## src/rtl/mandelbrot_iter_engine.sv

```systemverilog
// Self-iterating Mandelbrot escape-time engine: z <= z^2 + c from z = 0 until escape or the iteration limit.
// One full z update per cycle; done pulses in cycle t+k+2 for a start sampled at edge t; enable low freezes everything.
module mandelbrot_iter_engine #(
    parameter int WIDTH  = 10,
    parameter int FRAC   = 7,
    parameter int ITER_W = 8
) (
    input  logic                     clk,
    input  logic                     reset,
    input  logic                     enable,
    input  logic                     start,
    input  logic signed [WIDTH-1:0]  cr,
    input  logic signed [WIDTH-1:0]  ci,
    input  logic [ITER_W-1:0]        max_iter,
    output logic                     busy,
    output logic                     done,
    output logic                     escaped,
    output logic [ITER_W-1:0]        iter_count,
    output logic signed [WIDTH-1:0]  out_zr,
    output logic signed [WIDTH-1:0]  out_zi
);

    localparam int PW = 2 * WIDTH;
    localparam int SW = 2 * WIDTH + 3;
    localparam logic [PW:0] ONE_SQ = 1;
    localparam logic [PW:0] THRESH = ONE_SQ << (2 * FRAC + 2);

    typedef enum logic [1:0] {IDLE, ITERATE, DONE} state_t;

    state_t                     state_q, state_d;
    logic signed [WIDTH-1:0]    cr_q, cr_d, ci_q, ci_d;
    logic signed [WIDTH-1:0]    zr_q, zr_d, zi_q, zi_d;
    logic [ITER_W-1:0]          max_q, max_d, cnt_q, cnt_d;
    logic                       esc_q, esc_d, done_q, done_d;

    logic signed [PW-1:0]       rr, ii, ri;
    logic [PW:0]                sq_sum;
    logic                       esc_now, at_limit;
    logic signed [SW-1:0]       re_wide, im_wide, re_sum, im_sum;

    // Clamp a wide signed value into the WIDTH-bit two's complement range.
    function automatic logic signed [WIDTH-1:0] sat(input logic signed [SW-1:0] s);
        if (s[SW-1] && !(&s[SW-1:WIDTH-1]))
            return {1'b1, {(WIDTH-1){1'b0}}};
        else if (!s[SW-1] && (|s[SW-1:WIDTH-1]))
            return {1'b0, {(WIDTH-1){1'b1}}};
        else
            return s[WIDTH-1:0];
    endfunction

    always_comb begin
        rr       = zr_q * zr_q;
        ii       = zi_q * zi_q;
        ri       = zr_q * zi_q;
        sq_sum   = {1'b0, rr} + {1'b0, ii};
        esc_now  = sq_sum > THRESH;
        at_limit = cnt_q == max_q;
        re_wide  = ($signed({{3{rr[PW-1]}}, rr}) - $signed({{3{ii[PW-1]}}, ii})) >>> FRAC;
        im_wide  = $signed({{2{ri[PW-1]}}, ri, 1'b0}) >>> FRAC;
        re_sum   = re_wide + $signed({{(SW-WIDTH){cr_q[WIDTH-1]}}, cr_q});
        im_sum   = im_wide + $signed({{(SW-WIDTH){ci_q[WIDTH-1]}}, ci_q});
    end

    always_ff @(posedge clk) begin
        if (reset)
            state_q <= IDLE;
        else if (enable)
            state_q <= state_d;
    end

    always_comb begin
        state_d = state_q;
        case (state_q)
            IDLE, DONE: if (start) state_d = ITERATE;
            ITERATE:    if (esc_now || at_limit) state_d = DONE;
            default:    state_d = IDLE;
        endcase
    end

    always_comb begin
        busy       = state_q == ITERATE;
        done       = done_q;
        escaped    = esc_q;
        iter_count = cnt_q;
        out_zr     = zr_q;
        out_zi     = zi_q;
    end

    always_comb begin
        cr_d   = cr_q;
        ci_d   = ci_q;
        max_d  = max_q;
        zr_d   = zr_q;
        zi_d   = zi_q;
        cnt_d  = cnt_q;
        esc_d  = esc_q;
        done_d = (state_q == ITERATE) && (state_d == DONE);
        if (state_q != ITERATE) begin
            if (start) begin
                cr_d  = cr;
                ci_d  = ci;
                max_d = max_iter;
                zr_d  = '0;
                zi_d  = '0;
                cnt_d = '0;
                esc_d = 1'b0;
            end
        end else if (esc_now) begin
            esc_d = 1'b1;
        end else if (!at_limit) begin
            zr_d  = sat(re_sum);
            zi_d  = sat(im_sum);
            cnt_d = cnt_q + 1'b1;
        end
    end

    always_ff @(posedge clk) begin
        if (reset) begin
            cr_q   <= '0;
            ci_q   <= '0;
            max_q  <= '0;
            zr_q   <= '0;
            zi_q   <= '0;
            cnt_q  <= '0;
            esc_q  <= 1'b0;
            done_q <= 1'b0;
        end else if (enable) begin
            cr_q   <= cr_d;
            ci_q   <= ci_d;
            max_q  <= max_d;
            zr_q   <= zr_d;
            zi_q   <= zi_d;
            cnt_q  <= cnt_d;
            esc_q  <= esc_d;
            done_q <= done_d;
        end
    end

endmodule

```

## config.mk

```make
export PLATFORM = sky130hd
export DESIGN_NAME = mandelbrot_iter_engine
export DESIGN_NICKNAME = d
export VERILOG_FILES = /design/src/rtl/mandelbrot_iter_engine.sv
export SDC_FILE = /design/constraint.sdc
export NUM_CORES = 1
export LEC_CHECK = 0
export ABC_AREA = 1
export CORE_ASPECT_RATIO = 1.5
export CORE_MARGIN = 2
export CORE_UTILIZATION = 59
export DETAILED_ROUTE_END_ITERATION = 16
export PLACE_DENSITY_LB_ADDON = 0.15
export SLEW_MARGIN = 20
export SYNTH_ARGS = -nofsm -noshare
export SYNTH_HDL_FRONTEND = slang
export SYNTH_SLANG_ARGS = --single-unit
```

## constraint.sdc

```tcl
create_clock -name clk -period 7.3 [get_ports clk]
set_input_delay 1.095 -clock clk [delete_from_list [all_inputs] [get_ports clk]]
set_output_delay 1.095 -clock clk [all_outputs]
set_load 0.02 [all_outputs]
```

# [After elaboration in Yosys (flattened, before gate mapping)]
# Cells that the tools add are included.
[word_totals] reg_bits=60 out_inout_bits=31 wordCells=67
[op_classes] add_sub_neg=5 n_mul=3 order_cmp=1 n_eq_ne=8 n_mux=21 n_reduce_logical=20
[ops] op="two-way mux 10 bit" n=11
[ops] op="multiplier 10 x 10 -> 20 bit" n=3
[ops] op="two-way mux 8 bit" n=4
[ops] op="adder 14 x 10 -> 15 bit" n=2
[ops] op="AND reduction 14 bit" n=2
[ops] op="OR reduction 14 bit" n=2
[ops] op="adder 20 x 20 -> 21 bit" n=1
[ops] op="> comparator 21 x 17 -> 1 bit, second input constant" n=1
[ops] op="subtractor 20 x 20 -> 21 bit" n=1
[ops] op="adder 8 x 1 -> 8 bit, second input constant" n=1
[ops] op="equality test 8 bit" n=1
[ops] op="!= test 2 x 1 -> 1 bit, second input constant" n=3
[ops] op="AND reduction 3 bit" n=2
[ops] op="logical AND 1 bit" n=5
[ops] op="equality test 2 bit, second input constant" n=2
[ops] op="logical NOT 1 bit" n=4
[ops] op="two-way mux 2 bit" n=2
[ops] op="case mux 2 bit (2 select lines)" n=1
[ops] op="AND reduction 4 bit" n=1
[ops] op="two-way mux 1 bit" n=3
[ops] op="equality test 2 x 1 -> 1 bit, second input constant" n=1
[ops] op="logical NOT 2 bit" n=1
[ops] op="!= test 2 bit, second input constant" n=1
[ops] op="nonzero test 2 bit" n=1
[ops] op="2 further kinds" n=2

# [Logic depth before layout (Yosys ltp)]
# Gate-level depths: netlist of the first run.
[depth] word_depth=10 mapped_depth=49

# [Least setup slack after synthesis of the first run]
# Ideal clock, no wire load.
[synth_timing] kind="reg2reg" from="register zi_q[7] (netlist: out_zi[7])" to="register zr_q[6] (netlist: out_zr[6])" t_arrival_ps=7984 t_required_ps=7160 setup_slack_ps=-824 stages_incl_launch_ff=45 period_less_slack_ps=8124 cell_sequence="dfxtp_1 > clkbuf_1 > buf_1 > nand2_1 > fa_1 > inv_1 > fa_1 > fa_1 > fa_1 > inv_1 > fa_1 > inv_1 > ha_1 > nand4_1 > o221ai_1 > nand2_1 > nand3_1 > o21ai_0 > (+9 left out) > nand3_1 > nand3_1 > a21o_1 > a21oi_1 > xor2_1 > ha_1 > a21oi_1 > nand2_1 > a21oi_1 > nand3_1 > nand2_1 > nand3_1 > nand2_1 > nand2_1 > nand2_1 > nor2_1 > nand2_1 > a21oi_2"
[synth_between] elab_chain_len=10 elab_cells_between_ends=18 cone_classes="add/sub: 3; mul: 1; order compare: 1; eq/ne: 1; mux: 5; reduce/logical: 7"
[synth_lines] element="from (decl)" line_no="32" source="logic signed [WIDTH-1:0] zr_q, zr_d, zi_q, zi_d;"
[synth_lines] element="from (signal assigned)" line_no="132" source="zi_q <= zi_d;"
[synth_lines] element="multiplier 10 x 10 -> 20 bit (*)" line_no="53" source="ii = zi_q * zi_q;"
[synth_lines] element="subtractor 20 x 20 -> 21 bit" line_no="58" source="re_wide = ($signed({{3{rr[PW-1]}}, rr}) - $signed({{3{ii[PW-1]}}, ii})) >>> FRAC;"
[synth_lines] element="adder 14 x 10 -> 15 bit" line_no="60" source="re_sum = re_wide + $signed({{(SW-WIDTH){cr_q[WIDTH-1]}}, cr_q});"
[synth_lines] element="OR reduction 14 bit (tied with other cells)" line_no="45" source="else if (!s[SW-1] && (|s[SW-1:WIDTH-1]))"
[synth_lines] element="logical AND 1 bit / logical NOT 1 bit (equally long branches)" line_no="45, 43"
[synth_lines] element="two-way mux 10 bit / logical AND 1 bit (equally long branches)" line_no="45, 43"
[synth_lines] element="two-way mux 10 bit" line_no="43" source="if (s[SW-1] && !(&s[SW-1:WIDTH-1]))"
[synth_lines] element="two-way mux 10 bit" line_no="110" source="end else if (!at_limit) begin"
[synth_lines] element="two-way mux 10 bit" line_no="108" source="end else if (esc_now) begin"
[synth_lines] element="two-way mux 10 bit" line_no="98" source="if (state_q != ITERATE) begin"
[synth_lines] element="to (signal assigned)" line_no="131" source="zr_q <= zr_d;"
[synth_lines] element="to (decl)" line_no="32"
# Mark *: on every way between the ends. The rest lies on a longest branch, timed or not. The select of a mux whose other input is x is not followed.
# A chain may end at the register's enable or synchronous reset.

# [Worst setup path in the final report of the first run]
[layout_timing] from="register zr_q[2] (netlist: out_zr[2])" to="register zr_q[2] (netlist: out_zr[2])"
[layout_between] elab_chain_len=10 elab_cells_between_ends=18 cone_classes="add/sub: 3; mul: 1; order compare: 1; eq/ne: 1; mux: 5; reduce/logical: 7"
[layout_lines] element="multiplier 10 x 10 -> 20 bit (*)" line_no="52" source="rr = zr_q * zr_q;"
[layout_lines] element="subtractor 20 x 20 -> 21 bit" line_no="58"
[layout_lines] element="adder 14 x 10 -> 15 bit" line_no="60"
[layout_lines] element="OR reduction 14 bit (tied with other cells)" line_no="45"
[layout_lines] element="logical AND 1 bit / logical NOT 1 bit (equally long branches)" line_no="45, 43"
[layout_lines] element="two-way mux 10 bit / logical AND 1 bit (equally long branches)" line_no="45, 43"
[layout_lines] element="two-way mux 10 bit" line_no="43"
[layout_lines] element="two-way mux 10 bit" line_no="110"
[layout_lines] element="two-way mux 10 bit" line_no="108"
[layout_lines] element="two-way mux 10 bit" line_no="98"
# Marks and branches as above.

==> results.py, run 1 <==
metrics = {
    "placed_design": {
        "numPortBuffers": 62,
        "dp_worst_setup_slack_ps": -706,
        "gp_congestion": 0.949,
        "placed_area_mm2": 0.0208,
        "detailed_place_hpwl_mm": 42.6,
    },
    "setup_path": {
        "required_ps": 7560,
        "cp-start-kind": "register",
        "path_max_fanout": 9,
        "cp_common_cell": "nand2_1",
        "critical_path_class": "register to register",
        "cp_slowest_stage_delay_ps": 540,
        "critPathArrivalTime_ps": 8140,
        "end_kind": "register",
        "slowest_stage": "fa_1",
    },
    "timing": {
        "timing.final.crit_share_pct": 108,
        "slew_headroom_pct": 44.7,
        "fmax_mhz": 127,
        "hold_viol_final": 0,
        "skew_ps": 7.92,
        "hold_slack_ps": 525,
        "setup_viol": 30,
        "drv_slew": 0,
        "setup_ws_ps": -580,
        "grt_setup_unrepaired": "true",
        "tightest_slew_ps": 828,
        "fin_crit_ps": 7880,
    },
    "clocking": {
        "htree_num_levels": 3,
        "clk_path_buf_depth": 2,
        "cts_tree": "built",
        "clockRootBuffer": "clkbuf_16",
        "clk_pin_slew_worst_paths_ps": 60,
        "numCtsBuffers": 9,
        "cts.sinks": 60,
        "clock_latency_ps": 340,
        "cts_hold_buf": 0,
    },
    "status": {
        "violations": "negative setup slack",
        "status": "finished with violations",
    },
    "logic_synthesis": {
        "syn_avg_cell_area_um2": 7.26,
        "synthFlopType": "dfxtp_1",
        "synthSimpleGateAreaFrac_pct": 20.6,
        "synth_edf_count": 0,
        "synth-seq-cells": 60,
        "syn-cell-area_mm2": 0.0177,
        "synth.mux.area_fraction_pct": 0,
        "yosys_warnings": 0,
        "synth-xor-area-share_pct": 5.59,
        "synth_top_family_by_area": "adder cells",
        "ys_async_sr_fraction_pct": 0,
        "seq_area_frac_synth_pct": 6.79,
        "synth_cell_types": 52,
        "synth_compound_area_share_pct": 7.71,
        "syn_nets": 2937,
        "synthAdderAreaFrac_pct": 43.9,
        "netlist_instances": 2438,
    },
    "detailed_routing": {
        "routed_wl_mm": 52.2,
        "drt_pass1_iterations": 8,
        "wire_per_inst_um": 16.5,
        "drt-vias-per-instance": 5.26,
        "drc_errors": 0,
        "ant_nets": 0,
        "vias": 16700,
        "drt_iter0_markers": 890,
    },
    "grt": {
        "grt_pass1_wl_mm": 82.5,
        "grt.overflow.total": 0,
        "grt_pass1_vias": 17600,
        "antenna_found_initial": 0,
        "grt_use_total_pct": 32.3,
        "grt_max_degree": 48,
    },
    "floorplan": {
        "initial_core_util_pct": 60.0,
        "die-area_mm2": 0.0314,
        "die_x_um": 145,
        "io_pins": 63,
        "rows": 77,
        "core_area_mm2": 0.0295,
        "die_y_um": 216,
    },
    "final_layout": {
        "drive_above_1_share_pct": 21.5,
        "regArea_mm2": 0.00127,
        "multi_input_area_mm2": 0.0146,
        "insertedDiodeCount": 0,
        "fin_area_mm2": 0.0222,
        "fillers": 2280,
        "syn_to_final_growth_pct": 25.8,
        "final_cell_mix": "inv_1, nand2_1, buf_4",
        "layout.nets": 3269,
        "final_common_cell": "inv_1",
    },
    "flow_run": {
        "cap_violations": 0,
    },
    "pwr": {
        "max-vdd-ir-drop_v": 0.000209,
        "power_leakage_nw": 12.5,
        "power_density_mw_per_mm2": 145,
        "power_mw": 3.23,
    },
    "hold_path": {
        "min_path_type": "register to register",
    },
}
[sequential cells by signal (all words and copies together), names as in the netlist]
register	flops
escaped	1
out_zi	10
ci_q	10
out_zr	10
done	1
state_q	2
cr_q	10
max_q	8
iter_count	8
[critical path, delay by kind of cell (launching register included)]
family          cells  cell delay (ps)
buf+inv             6              390
compound gates      8             1360
xor+xnor            2              520
fa+ha+maj           8             3410
simple gates       16             1740
flops               1              380
[logic make-up (layout without fill, tap and decap cells)]
| group | count (synthesis) | after routing |
|---|---|---|
| AND/OR/NAND/NOR | 866 | 868 |
| buffers and inverters | 694 | 1028 |
| adder cells (fa/ha/maj) | 467 | 467 |
| AO/OA/AOI/OAI | 238 | 239 |
| XOR/XNOR | 113 | 113 |
| flip-flops | 60 | 60 |
[power breakdown]
part / switching [mW] / total, mW / internal [mW] / leakage (nW)
Clock: 0.167 / 0.408 / 0.241 / 0.144
Combinational: 1.38 / 2.43 / 1.05 / 11.8
Sequential: 0.0346 / 0.388 / 0.353 / 0.504
[per-layer routing]
layer,routed length (um),track usage [%],up-vias
met2,28600,63.1,472
met1,18800,34.1,8072
li1,-,-,7964
met5,0,0,-
met3,1840,2.78,179
met4,3040,16.9,0
[repair_timing]
action | CTS | global route
pin swaps | 52 | 78
setup endpoints to repair | 27 | 32
cloned | 2 | 3
gates resized for setup | 61 | 139
setup buffers | 15 | 23
[through the flow]
step                utilization [%]  std cells  setup TNS (ps)
finish                         75.5       3170          -12380
global route                   75.5       3170          -22500
floorplan                         -       2438               0
global placement               70.5       3112           -3850
CTS                            72.7       3145           -3770
detailed placement             70.5       3112           -7210
[path summary, 6_finish.rpt]
check	endpoint	from	cells past startpoint	slack, ps
worst max register to register	out_zr[2]	out_zr[2]	40	-580
worst min register to register	cr_q[2]	cr_q[2]	2	520
worst min-delay path	cr_q[2]	cr_q[2]	2	520
worst max-delay path	out_zr[2]	out_zr[2]	40	-580
[synthesized netlist by cell type, types with 2 or more instances]
master,instances,area (um2)
xor2_1,73,639
and3_1,2,12.5
or2_2,4,25.0
buf_1,8,30.0
xnor2_1,40,350
ha_1,211,2640
a21o_1,4,30.0
buf_2,17,85.1
nand2_4,2,22.5
nand3b_1,2,15.0
nor3b_1,2,15.0
a211oi_1,2,15.0
inv_1,606,2270
a21oi_1,115,576
a31o_2,2,17.5
nand3_2,13,130
buf_4,4,30.0
clkbuf_1,39,146
inv_2,10,37.5
o21bai_1,10,75.1
o31ai_1,3,22.5
o211ai_1,4,30.0
nor2_2,2,12.5
nand2_2,13,81.3
nor2_1,180,676
fa_1,256,5120
nand4_1,18,113
a21boi_1,2,15.0
o221ai_1,2,17.5
nor3_1,12,60.1
dfxtp_1,60,1200
nor4_1,6,37.5
buf_6,8,90.1
nor3_2,3,30.0
nand3_1,93,465
o21ai_1,4,20.0
a21oi_2,17,149
nand2_1,511,1920
a21boi_0,4,30.0
o21ai_0,62,310
[cell type report]
class	count	area share [%]
Tap cell	395	2.22
Inverter	617	10.4
Sequential cell	60	5.70
Timing Repair Buffer	395	14.7
Clock buffer	10	1.07
Clock inverter	6	0.197
Multi-Input combinational cell	1687	65.6
(Power assumes the default switching activity.)
==> run 2, diff against run 1 <==
- CAP_MARGIN: unset -> 0
- SKIP_CTS_REPAIR_TIMING: unset -> 1
==> run 2 against run 1 <==
Against the previous run: the run still ends with negative setup slack left; global-route usage fell by 0.54 points; largest cell class unchanged; register-to-register slack worse by 20 ps; worst hold slack better by 1.4 ps; wire length is 5.4% lower; sequential share of layout area increased by 0.15 points; fmax down 0.20%.
==> results.py, run 2 (synthesized netlist as in run 1, its figures left out) <==
metrics = {
    "pwr": {
        "power_leakage_nw": 12.3,
        "power_mw": 3.10,
        "power_density_mw_per_mm2": 143,
        "max-vdd-ir-drop_v": 0.000207,
    },
    "clocking": {
        "clk_path_buf_depth": 2,
        "cts.sinks": 60,
        "htree_num_levels": 3,
        "cts_tree": "built",
        "numCtsBuffers": 9,
        "clock_latency_ps": 340,
        "clockRootBuffer": "clkbuf_16",
        "clk_pin_slew_worst_paths_ps": 60,
    },
    "setup_path": {
        "cp-start-kind": "register",
        "end_kind": "register",
        "regToRegSetupSlack_ps": -600,
        "slowest_stage": "fa_1",
        "cp_slowest_stage_delay_ps": 560,
        "critPathArrivalTime_ps": 8150,
        "path_max_fanout": 6,
        "required_ps": 7560,
        "critical_path_class": "register to register",
    },
    "detailed_routing": {
        "drt_pass1_iterations": 4,
        "drt-vias-per-instance": 5.18,
        "vias": 16300,
        "drt_iter0_markers": 716,
        "ant_nets": 0,
        "routed_wl_mm": 49.4,
        "drc_errors": 0,
        "wire_per_inst_um": 15.7,
    },
    "placed_design": {
        "detailed_place_hpwl_mm": 42.6,
        "gp_congestion": 0.949,
        "numPortBuffers": 62,
        "dp_worst_setup_slack_ps": -706,
    },
    "final_layout": {
        "final_cell_mix": "inv_1, nand2_1, buf_4",
        "final_core_util_pct": 73.4,
        "drive_above_1_share_pct": 18.8,
        "final_common_cell": "inv_1",
        "syn_to_final_growth_pct": 22.4,
        "fillers": 2435,
        "layout.nets": 3246,
        "insertedDiodeCount": 0,
    },
    "timing": {
        "hold_viol_final": 0,
        "slew_headroom_pct": 46.0,
        "grt_setup_unrepaired": "true",
        "timing.final.crit_share_pct": 108,
        "fin_crit_ps": 7900,
        "skew_ps": 8.26,
        "fin_setup_tns_ps": -5190,
        "tightest_slew_ps": 810,
        "setup_ws_ps": -595,
        "fmax_mhz": 127,
        "drv_slew": 0,
        "setup_viol": 10,
    },
    "status": {
        "violations": "negative setup slack",
        "status": "finished with violations",
    },
    "floorplan": {
        "core_area_mm2": 0.0295,
        "die_y_um": 216,
        "initial_core_util_pct": 60.0,
        "io_pins": 63,
        "die_x_um": 145,
        "rows": 77,
        "die-area_mm2": 0.0314,
    },
    "grt": {
        "grt_max_degree": 48,
        "antenna_found_initial": 0,
        "grt_use_total_pct": 31.8,
        "grt_pass1_vias": 17400,
        "grt_pass1_wl_mm": 81.2,
        "grt.overflow.total": 0,
    },
    "hold_path": {
        "min_path_type": "register to register",
    },
    "flow_run": {
        "cap_violations": 0,
    },
}
-- run 2: cell types whose count changed in the layout (fill, tap and decap cells not counted), sizes merged --
cell	previous run	this run
nand2	528	527
clkbuf	12	11
buf	331	310
-- run 2: through the flow --
| step | hold WS, ps | cell area [um2] | instances |
|---|---|---|---|
| final | 526 | 21700 | 3147 |
| after CTS | 523 | 21100 | 3128 |
| after global placement | 467 | 20800 | 3112 |
| after floorplan | 470 | 18100 | 2438 |
| after detailed placement | 511 | 20800 | 3112 |
| after global routing | 542 | 21700 | 3147 |
-- run 2: layout make-up --
cell class	count	area [um2]	share of cell area [%]
timing repair buffer	373	3010	13.9
inverter	617	2320	10.7
multi-input combinational	1686	14300	66.0
tap	395	494	2.28
sequential	60	1260	5.84
clock inverter	6	43.8	0.202
clock buffer	10	239	1.10
-- run 2: critical path: cells and delay by family, from the launching register on --
| family | cells | cell delay, ps |
|---|---|---|
| DFF | 1 | 390 |
| xor gates and xnor gates | 2 | 320 |
| buffers and inverters | 8 | 620 |
| adders and majority gates | 8 | 3540 |
| and+or+nand+nor | 16 | 1550 |
| AOI/OAI and AO/OA | 8 | 1380 |
-- run 2: final timing paths --
path / from / to / depth (start not counted)
hold / removal: state_q[1] / state_q[1] / 2
hold reg to reg: state_q[1] / state_q[1] / 2
setup / recovery: out_zi[2] / out_zr[8] / 42
setup reg to reg: out_zi[2] / out_zr[8] / 42
-- run 2: per-layer routing --
layer | part of all wire [%] | GRT usage, % | vias to the layer above
met1 | 36 | 33.5 | 7863
met5 | 0 | 0 | -
met4 | 6.0 | 16.4 | 0
met2 | 54 | 62.2 | 368
li1 | - | - | 7919
met3 | 3.0 | 2.72 | 167
-- run 2: where the power goes --
part | switching, mW | internal, mW
logic | 1.31 | 0.992
clock network | 0.166 | 0.241
registers | 0.0331 | 0.353
==> run 3, diff against run 2 <==
- CTS_CLUSTER_SIZE: unset -> 8
==> results of run 3 <==
No change in the layout: final DEF, timing and power equal those of run 2.
